## config.mk

```make
export PLATFORM = sky130hd
export DESIGN_NAME = id_ex_forward
export DESIGN_NICKNAME = d
export VERILOG_FILES = /design/src/rtl/id_ex_forward.sv
export SDC_FILE = /design/constraint.sdc
export NUM_CORES = 1
export LEC_CHECK = 0
export BUFFER_PORTS_ARGS = -buffer_cell sky130_fd_sc_hd__buf_2
export CAP_MARGIN = 20
export CORE_MARGIN = 2
export CORE_UTILIZATION = 30
export DETAILED_ROUTE_END_ITERATION = 12
export GPL_TIMING_DRIVEN = 1
export MAX_ROUTING_LAYER = met4
export PLACE_DENSITY = 0.66
export SLEW_MARGIN = 10
export SYNTH_ARGS = -nofsm -noshare
export SYNTH_HDL_FRONTEND = slang
export SYNTH_SLANG_ARGS = --single-unit
```

## constraint.sdc

```tcl
create_clock -name clk -period 2.7 [get_ports clk]
set_input_delay 0.81 -clock clk [delete_from_list [all_inputs] [get_ports clk]]
set_output_delay 0.81 -clock clk [all_outputs]
set_load 0.005 [all_outputs]
```

## src/rtl/id_ex_forward.sv

```systemverilog
// ID/EX pipeline register with load-use hazard detection, EX operand forwarding
// selects and a saturating stall-cycle counter.
module id_ex_forward #(
    parameter int unsigned XLEN = 32,
    parameter int unsigned CNTW = 16
) (
    input  logic            clk,
    input  logic            rst_n,
    input  logic            id_valid,
    input  logic [4:0]      id_rs1,
    input  logic [4:0]      id_rs2,
    input  logic [4:0]      id_rd,
    input  logic [XLEN-1:0] id_rs1_data,
    input  logic [XLEN-1:0] id_rs2_data,
    input  logic [XLEN-1:0] id_imm,
    input  logic            id_reg_write,
    input  logic            id_mem_read,
    input  logic            id_alu_src,
    input  logic            flush,
    input  logic [4:0]      mem_rd,
    input  logic            mem_reg_write,
    input  logic [4:0]      wb_rd,
    input  logic            wb_reg_write,
    output logic            stall,
    output logic            ex_valid,
    output logic            ex_reg_write,
    output logic            ex_mem_read,
    output logic            ex_alu_src,
    output logic [4:0]      ex_rs1,
    output logic [4:0]      ex_rs2,
    output logic [4:0]      ex_rd,
    output logic [XLEN-1:0] ex_rs1_data,
    output logic [XLEN-1:0] ex_rs2_data,
    output logic [XLEN-1:0] ex_imm,
    output logic [1:0]      fwd_a_sel,
    output logic [1:0]      fwd_b_sel,
    output logic [CNTW-1:0] stall_cnt
);

    typedef struct packed {
        logic            valid;
        logic            reg_write;
        logic            mem_read;
        logic            alu_src;
        logic [4:0]      rs1;
        logic [4:0]      rs2;
        logic [4:0]      rd;
        logic [XLEN-1:0] rs1_data;
        logic [XLEN-1:0] rs2_data;
        logic [XLEN-1:0] imm;
    } idex_t;

    idex_t           idex_q, idex_d;
    logic [CNTW-1:0] cnt_q, cnt_d;
    logic            hazard;

    always_comb begin
        hazard = id_valid & idex_q.valid & idex_q.mem_read & (idex_q.rd != 5'd0) &
                 ((idex_q.rd == id_rs1) | (idex_q.rd == id_rs2));
    end

    // Flush and stall both insert an all-zero bubble; flush has no extra effect.
    always_comb begin
        idex_d = '0;
        if (!(flush || hazard)) begin
            idex_d.valid     = id_valid;
            idex_d.reg_write = id_reg_write;
            idex_d.mem_read  = id_mem_read;
            idex_d.alu_src   = id_alu_src;
            idex_d.rs1       = id_rs1;
            idex_d.rs2       = id_rs2;
            idex_d.rd        = id_rd;
            idex_d.rs1_data  = id_rs1_data;
            idex_d.rs2_data  = id_rs2_data;
            idex_d.imm       = id_imm;
        end
    end

    always_comb begin
        cnt_d = cnt_q;
        if (hazard && (cnt_q != '1)) begin
            cnt_d = cnt_q + 1'b1;
        end
    end

    always_ff @(posedge clk or negedge rst_n) begin
        if (!rst_n) begin
            idex_q <= '0;
            cnt_q  <= '0;
        end else begin
            idex_q <= idex_d;
            cnt_q  <= cnt_d;
        end
    end

    always_comb begin
        fwd_a_sel = 2'b00;
        fwd_b_sel = 2'b00;
        if (idex_q.valid) begin
            if (mem_reg_write && (mem_rd != 5'd0) && (mem_rd == idex_q.rs1)) begin
                fwd_a_sel = 2'b01;
            end else if (wb_reg_write && (wb_rd != 5'd0) && (wb_rd == idex_q.rs1)) begin
                fwd_a_sel = 2'b10;
            end
            if (idex_q.alu_src) begin
                fwd_b_sel = 2'b11;
            end else if (mem_reg_write && (mem_rd != 5'd0) && (mem_rd == idex_q.rs2)) begin
                fwd_b_sel = 2'b01;
            end else if (wb_reg_write && (wb_rd != 5'd0) && (wb_rd == idex_q.rs2)) begin
                fwd_b_sel = 2'b10;
            end
        end
    end

    assign stall        = hazard;
    assign ex_valid     = idex_q.valid;
    assign ex_reg_write = idex_q.reg_write;
    assign ex_mem_read  = idex_q.mem_read;
    assign ex_alu_src   = idex_q.alu_src;
    assign ex_rs1       = idex_q.rs1;
    assign ex_rs2       = idex_q.rs2;
    assign ex_rd        = idex_q.rd;
    assign ex_rs1_data  = idex_q.rs1_data;
    assign ex_rs2_data  = idex_q.rs2_data;
    assign ex_imm       = idex_q.imm;
    assign stall_cnt    = cnt_q;

endmodule

```

# Word-level counts from Yosys, hierarchy flattened

Cells that the tools add are included.

Reduce and logical (&&, ||, !) cells: 11
Equal/unequal tests: 7
Add/subtract/negate cells: 1
Bitwise logic cells: 5
Multiplexer cells: 8

Operators by type and width:

| cell                  | count |
|---|---|
| $mux 115              | 1 |
| $eq 5x5->1            | 6 |
| $add 16x1->16 const B | 1 |
| $ne 16x16->1 const B  | 1 |
| $reduce_bool 5->1     | 3 |
| $mux 2                | 7 |
| $logic_and 1x1->1     | 7 |
| $and 1x1->1           | 4 |
| $logic_or 1x1->1      | 1 |
| $or 1x1->1            | 1 |

Register bits after elaboration: 131
Output and inout bits: 136

# Depth between registers and ports, before layout

Gate-level depths: netlist of the first run.

Depth after elaboration: 7
Gate-level depth with buffers: 8

# Worst setup path after synthesis of the first run

No wires, ideal clock.

Kind: input to output
Start: input mem_rd[1]
End: output fwd_b_sel[1]
Arrival time: 2,004 ps
Stages: 5
Required time: 1,890 ps
Setup slack: -114 ps
Path buffers: 0
Path through: or4_1 -> o21ai_0 -> nor4_1 -> nor4_1 -> o21a_1

Longest elaborated chain between the ends: 6

Ends and longest elaborated chain:

| what                  | RTL line | source |
|---|---|---|
| start, declared       | 20       | `input logic [4:0] mem_rd,` |
| $reduce_bool 5->1     | 107      | `end else if (mem_reg_write && (mem_rd != 5'd0) && (mem_rd == idex_q.rs2)) begin` |
| $logic_and 1x1->1     | 107      |  |
| $logic_and 1x1->1 (*) | 107      |  |
| $mux 2 (*)            | 107      |  |
| $mux 2 (*)            | 105      | `if (idex_q.alu_src) begin` |
| $mux 2 (*)            | 99       | `if (idex_q.valid) begin` |
| end, declared         | 36       | `output logic [1:0] fwd_b_sel,` |

Every way passes the cells marked *; elsewhere a longest branch is shown, timed or not.

# Final worst setup path of the first run

Start: input mem_rd[4]
End: output fwd_a_sel[1]

Longest elaborated chain between the ends: 5

Ends and longest elaborated chain:

| what                  | RTL line | source |
|---|---|---|
| $reduce_bool 5->1     | 100      | `if (mem_reg_write && (mem_rd != 5'd0) && (mem_rd == idex_q.rs1)) begin` |
| $logic_and 1x1->1     | 100      |  |
| $logic_and 1x1->1 (*) | 100      |  |
| $mux 2 (*)            | 100      |  |
| $mux 2 (*)            | 99       |  |
| end, declared         | 35       | `output logic [1:0] fwd_a_sel,` |

Marks and branches as above.

==> results.toml, run 1 <==
[critical_path]
cp.arrival_ns = 2.14
crit_path_top_delay_cell = "or4_4"
path_class = "primary input to output pin"
critPathBufInv = 3
cp_top_family = "simple AND/OR/NAND/NOR gates"
timing.rr.start = "ex_rd[1]"
required_ns = 1.89
r2r_slack_ns = 0.59
path_cells = "buf_6 -> or4_4 -> o21ai_4 -> buf_4 -> nor4_2 -> nor3_1 -> buf_2"
critPathLaunch = "mem_rd[4]"
critPathCaptureType = "output pin"
critPathLaunchType = "primary input"
cpPeakStageDelay_ns = 0.53
crit_path_max_fanout = 2

[finish]
fin_nets = 792
diodes = 0
drive_gt1_share_pct = 51.5
final_cell_area_um2 = 7460
fillers = 1490
final_util_pct = 46.8
synthToLayoutAreaGrowth_pct = 52.1

[timing]
finalSetupViolCount = 4
clock_skew_ns = 0.00880
post-route-min-period_ns = 2.95
hold_violations = 0
tightest_slew_ns = 0.484
fin_ws_ns = -0.250
fmax_mhz = 339
fin_hold_ws_ns = 0.339
rsz0062_at_grt = "yes"
period_share_pct = 109
setup_tns_ns = -0.910
max-slew-margin-rel_pct = 67.8
slew_viol_final = 0

[global_routing]
grt_pass1_vias = 4156
grt_max_degree = 61
grt_remaining_overflow = 0
grt_pass1_wl_mm = 20.9
antenna_found_initial = 0
grt.total_usage_pct = 15.7

[placed_design]
place_area_um2 = 6590
portBuffers = 265
gp_congestion = 0.956
dp_hpwl_mm = 9.80

[flow_run]
drv_cap = 0

[logic_synthesis]
synth.area.top_cells = "dfrtp_1, and2_1, xor2_1"
synth_edf_count = 0
synth.most_common_cell = "dfrtp_1"
yosys_warnings = 0
synth_area_per_cell_um2 = 13.5
synth_cell_type_count = 28
async_reset_ff_share_pct = 100
synth-seq-cells = 131
synth_nets = 495
synth_cells = 364
yosys.area.top_type = "dfrtp_1"
seq_area_frac_synth_pct = 66.9
synth_common_cells = "dfrtp_1, and2_1, xor2_1, xnor2_1, nand3_1"
synth_area_um2 = 4900
synth_top_area_share_pct = 66.9
yosys_most_used_dff = "dfrtp_1"

[routing]
first_pass_iters = 4
dr_wl_met3_um = 807
top_layer = "met4"
vias_per_cell = 4.25
drc = 0
met1Wirelength_mm = 5.31
first_iter_violations = 143
totalWireLength_mm = 13.0
route.vias.total = 3783
antenna_left = 0
route.met2.wl_mm = 6.68
routedWlPerCell_um = 14.6

[floorplanning]
ioPinCount = 266
initial_core_util_pct = 30.8
die_w_um = 132
core_um2 = 15900
die_h_um = 132
dieArea_um2 = 17400
fp-row-count = 46

[clock_network]
cts_tree = "yes"
clk_latency_ns = 0.41
htreeDepth = 4
numCtsBuffers = 17
cts-root-buf = "clkbuf_16"
cts-hold-fix-buffers = 0
cts.sinks = 131
path_clk_slew_ns = 0.06
cts_buffer_depth = 2

[power_and_ir_drop]
power_density_nw_per_um2 = 693
p_total_mw = 5.17
vdd_drop_max_uv = 365
leakage_nw = 3.97

[run_status]
failed_checks = "setup timing"
outcome = "complete, but fails checks"

[hold_path]
hold_class = "primary input to async pin"
routing by layer:
metal  track usage (%)  up-vias
met3              4.58       18
met1              17.7     1836
met4              6.04        0
met5                 -        -
li1                  -     1761
met2              26.5      168
kinds of logic (layout without fill, tap and decap cells):
group	count (synthesis)	after routing	synth area share [%]
simple gates	165	165	20.9
flops	131	131	66.9
xor+xnor	43	43	7.68
buf+inv	13	323	2.14
compound gates	9	9	1.71
mux	2	2	0.459
fa+ha+maj	1	1	0.255
final cells by class:
class	instances	area [um^2]	area share, %
Multi-Input combinational cell	220	1610	21.6
Clock inverter	13	230	3.09
Timing Repair Buffer	291	1610	21.5
Clock buffer	19	453	6.07
Sequential cell	131	3280	44.0
Tap cell	216	270	3.62
state kept, by name, indices dropped and copies added (netlist names):
| signal | cells |
|---|---|
| ex_mem_read | 1 |
| ex_valid | 1 |
| ex_reg_write | 1 |
| ex_rs2 | 5 |
| ex_alu_src | 1 |
| stall_cnt | 16 |
| ex_rs2_data | 32 |
| ex_imm | 32 |
| ex_rd | 5 |
| ex_rs1_data | 32 |
| ex_rs1 | 5 |
metrics by stage:
step,cells,setup slack [ns]
final,890,-0.250
after global routing,890,-0.286
after CTS,889,-0.323
after detailed placement,852,-0.333
after global placement,852,-0.288
after floorplan,364,0.00847
power breakdown:
part	total, mW	internal (mW)	switching, mW
Clock	2.63	1.78	0.848
Combinational	0.443	0.236	0.206
Sequential	2.10	2.05	0.0412
layout by cell type (no fill, tap or decap), types with 3 or more instances in the layout:
| master | n |
|---|---|
| nor4_2 | 3 |
| xnor2_1 | 18 |
| or4_4 | 4 |
| nand4_1 | 4 |
| dfrtp_1 | 128 |
| dfrtp_2 | 3 |
| nand2_1 | 6 |
| nor2_1 | 4 |
| nand3_1 | 10 |
| bufinv_16 | 6 |
| buf_2 | 258 |
| buf_12 | 3 |
| buf_4 | 22 |
| xor2_1 | 23 |
| and2_1 | 117 |
| clkbuf_16 | 17 |
| clkinvlp_4 | 3 |
| and3_1 | 8 |
| buf_6 | 8 |
what timing repair did:
| item | CTS | global route |
|---|---|---|
| pin swaps | 9 | 7 |
| setup buffers | 6 | 1 |
| gates resized for setup | 13 | 15 |
| endpoints found under the setup margin | 5 | 5 |
| cloned | 0 | 0 |
path summary, 6_finish.rpt:
path	to	cells past startpoint
max in group asynchronous	ex_imm[12]	2
worst max register to register	stall_cnt[1]	7
min in group clk	stall_cnt[11]	1
worst min register to register	stall_cnt[11]	1
worst max-delay path	fwd_a_sel[1]	7
worst min-delay path	ex_rs2_data[21]	1
Power figures use the tool's default switching activity.
==> run 2, diff against run 1 <==
==> constraint.sdc (replaced) <==
create_clock -name clk -period 2.7 [get_ports clk]
set_input_delay 0.135 -clock clk [delete_from_list [all_inputs] [get_ports clk]]
set_output_delay 0.135 -clock clk [all_outputs]
set_load 0.005 [all_outputs]
==> results.toml, run 2 (synthesis gave the netlist of run 1 again) <==
[timing]
period_share_pct = 80.5
hold_violations = 0
fmax_mhz = 460
tightest_slew_ns = 0.713
post-route-min-period_ns = 2.17
slew_viol_final = 0
rsz0062_at_grt = "no"
clock_skew_ns = 0.0119
max-slew-margin-rel_pct = 52.5
finalSetupViolCount = 0
setup_tns_ns = 0

[finish]
synthToLayoutAreaGrowth_pct = 68.7
fin_nets = 886
diodes = 0
layout_commonest_cell = "buf_2"
seq_area_um2 = 3280
drive_gt1_share_pct = 40.2
fillers = 1401
multi_input_area_um2 = 1520
mostFrequentLayoutCells = "buf_2, dfrtp_1, and2_1"
fin_cells = 984

[clock_network]
htreeDepth = 4
cts_resized = 0
path_clk_slew_ns = 0.06
cts.sinks = 131
cts-root-buf = "clkbuf_16"
cts_setup_buffers = 0
cts_tree = "yes"
cts_buffer_depth = 2
numCtsBuffers = 17
clk_latency_ns = 0.42

[floorplanning]
initial_core_util_pct = 30.8
die_w_um = 132
fp-row-count = 46
die_h_um = 132
dieArea_um2 = 17400
ioPinCount = 266
core_um2 = 15900

[global_routing]
grt.total_usage_pct = 18.1
grt_max_degree = 77
antenna_found_initial = 0
grt_remaining_overflow = 0
grt_pass1_wl_mm = 23.4
grt_pass1_vias = 4535

[hold_path]
hold_class = "primary input to flip-flop"

[routing]
routedWlPerCell_um = 15.1
route.vias.total = 4177
vias_per_cell = 4.24
antenna_left = 0
totalWireLength_mm = 14.8
first_iter_violations = 113
first_pass_iters = 4
drc = 0

[power_and_ir_drop]
p_sw_mw = 1.12
p_clk_share_pct = 48.8
p_sw_share_pct = 21.8
internal_power_mw = 4.02
power_frac_comb_pct = 10.4
leakage_nw = 4.31
p_total_mw = 5.14
power_density_nw_per_um2 = 621
vdd_drop_max_uv = 404
seqPwrFrac_pct = 40.8

[critical_path]
r2r_slack_ns = 0.55
critPathCaptureType = "output pin"
cp.arrival_ns = 2.04
critPathBufInv = 1
path_class = "flip-flop to output pin"
critPathLaunchType = "flip-flop"
path_cells = "xor2_1 -> or4_1 -> nor4_1 -> o21a_1 -> buf_2"
crit_path_top_delay_cell = "or4_1"
crit_path_max_fanout = 3
required_ns = 2.57
cpPeakStageDelay_ns = 0.49
cp_top_family = "simple AND/OR/NAND/NOR gates"

[placed_design]
portBuffers = 265
gp_congestion = 0.896
dp_hpwl_mm = 9.99
dp_cells = 836

[flow_run]
drv_cap = 0

[run_status]
outcome = "finished, final reports clean"
-- run 2: changes by cell type in the layout (fill, tap and decap cells not counted), moves of 3 or more --
cell           previous run  this run
buf_4                    22         2
dfrtp_2                   3         0
or4_4                     4         1
dfrtp_1                 128       131
nor4_1                    0         4
dlygate4sd3_1             0       116
buf_6                     8         1
buf_2                   258       264
or4_1                     0         3
-- run 2: area by class of cell --
cell class,count,share of cell area (%)
Sequential cell,131,39.6
Timing Repair Buffer,385,30.8
Multi-Input combinational cell,220,18.4
Clock buffer,21,5.81
Tap cell,216,3.27
Clock inverter,11,2.09
-- run 2: tightest hold or removal path, cell delays in order --
cell,delay (ns)
buf_2,0.14
nor2_8,0.06
buf_12,0.16
and2_1,0.17
-- run 2: power by group through the flow --
stage          Combinational, mW  Sequential (mW)  Clock [mW]
5_1_grt                    0.587             2.10        2.67
2_1_floorplan              0.128             2.14           0
3_5_place_dp               0.406             2.13           0
3_3_place_gp               0.400             2.13           0
6_report                   0.535             2.10        2.51
4_1_cts                    0.537             2.10        2.57
-- run 2: per-stage QoR --
stage | util, % | setup WS [ns] | hold slack [ns] | instance area (um^2)
2_1_floorplan | - | 0.777 | -0.161 | 4900
5_1_grt | 51.9 | 0.359 | 0.310 | 8270
4_1_cts | 51.9 | 0.527 | 0.293 | 8270
3_3_place_gp | 40.5 | 0.649 | 0.198 | 6460
3_5_place_dp | 40.5 | 0.560 | 0.206 | 6460
6_report | 51.9 | 0.527 | 0.302 | 8270
-- run 2: repair_timing --
action	CTS	global route
hold buffers	116	0
setup endpoints to repair	0	0
endpoints found under the hold margin	190	0
-- run 2: layer usage --
layer	GRT usage [%]	vias up	part of all wire (%)
li1	-	1945	-
met1	19.9	2004	41
met2	30.8	196	51
met3	5.81	32	6.2
met4	7.00	0	2.5
met5	-	-	0
-- run 2: final timing paths --
check                         startpoint              end  cells past startpoint
min in group asynchronous          rst_n     stall_cnt[8]                      2
hold / removal                     flush       ex_imm[20]                      4
hold reg to reg            stall_cnt[15]    stall_cnt[15]                      1
setup / recovery               ex_rs2[4]     fwd_b_sel[1]                      5
setup reg to reg                ex_rd[1]  ex_rs1_data[13]                      6
max in group asynchronous          rst_n   ex_rs2_data[9]                      3
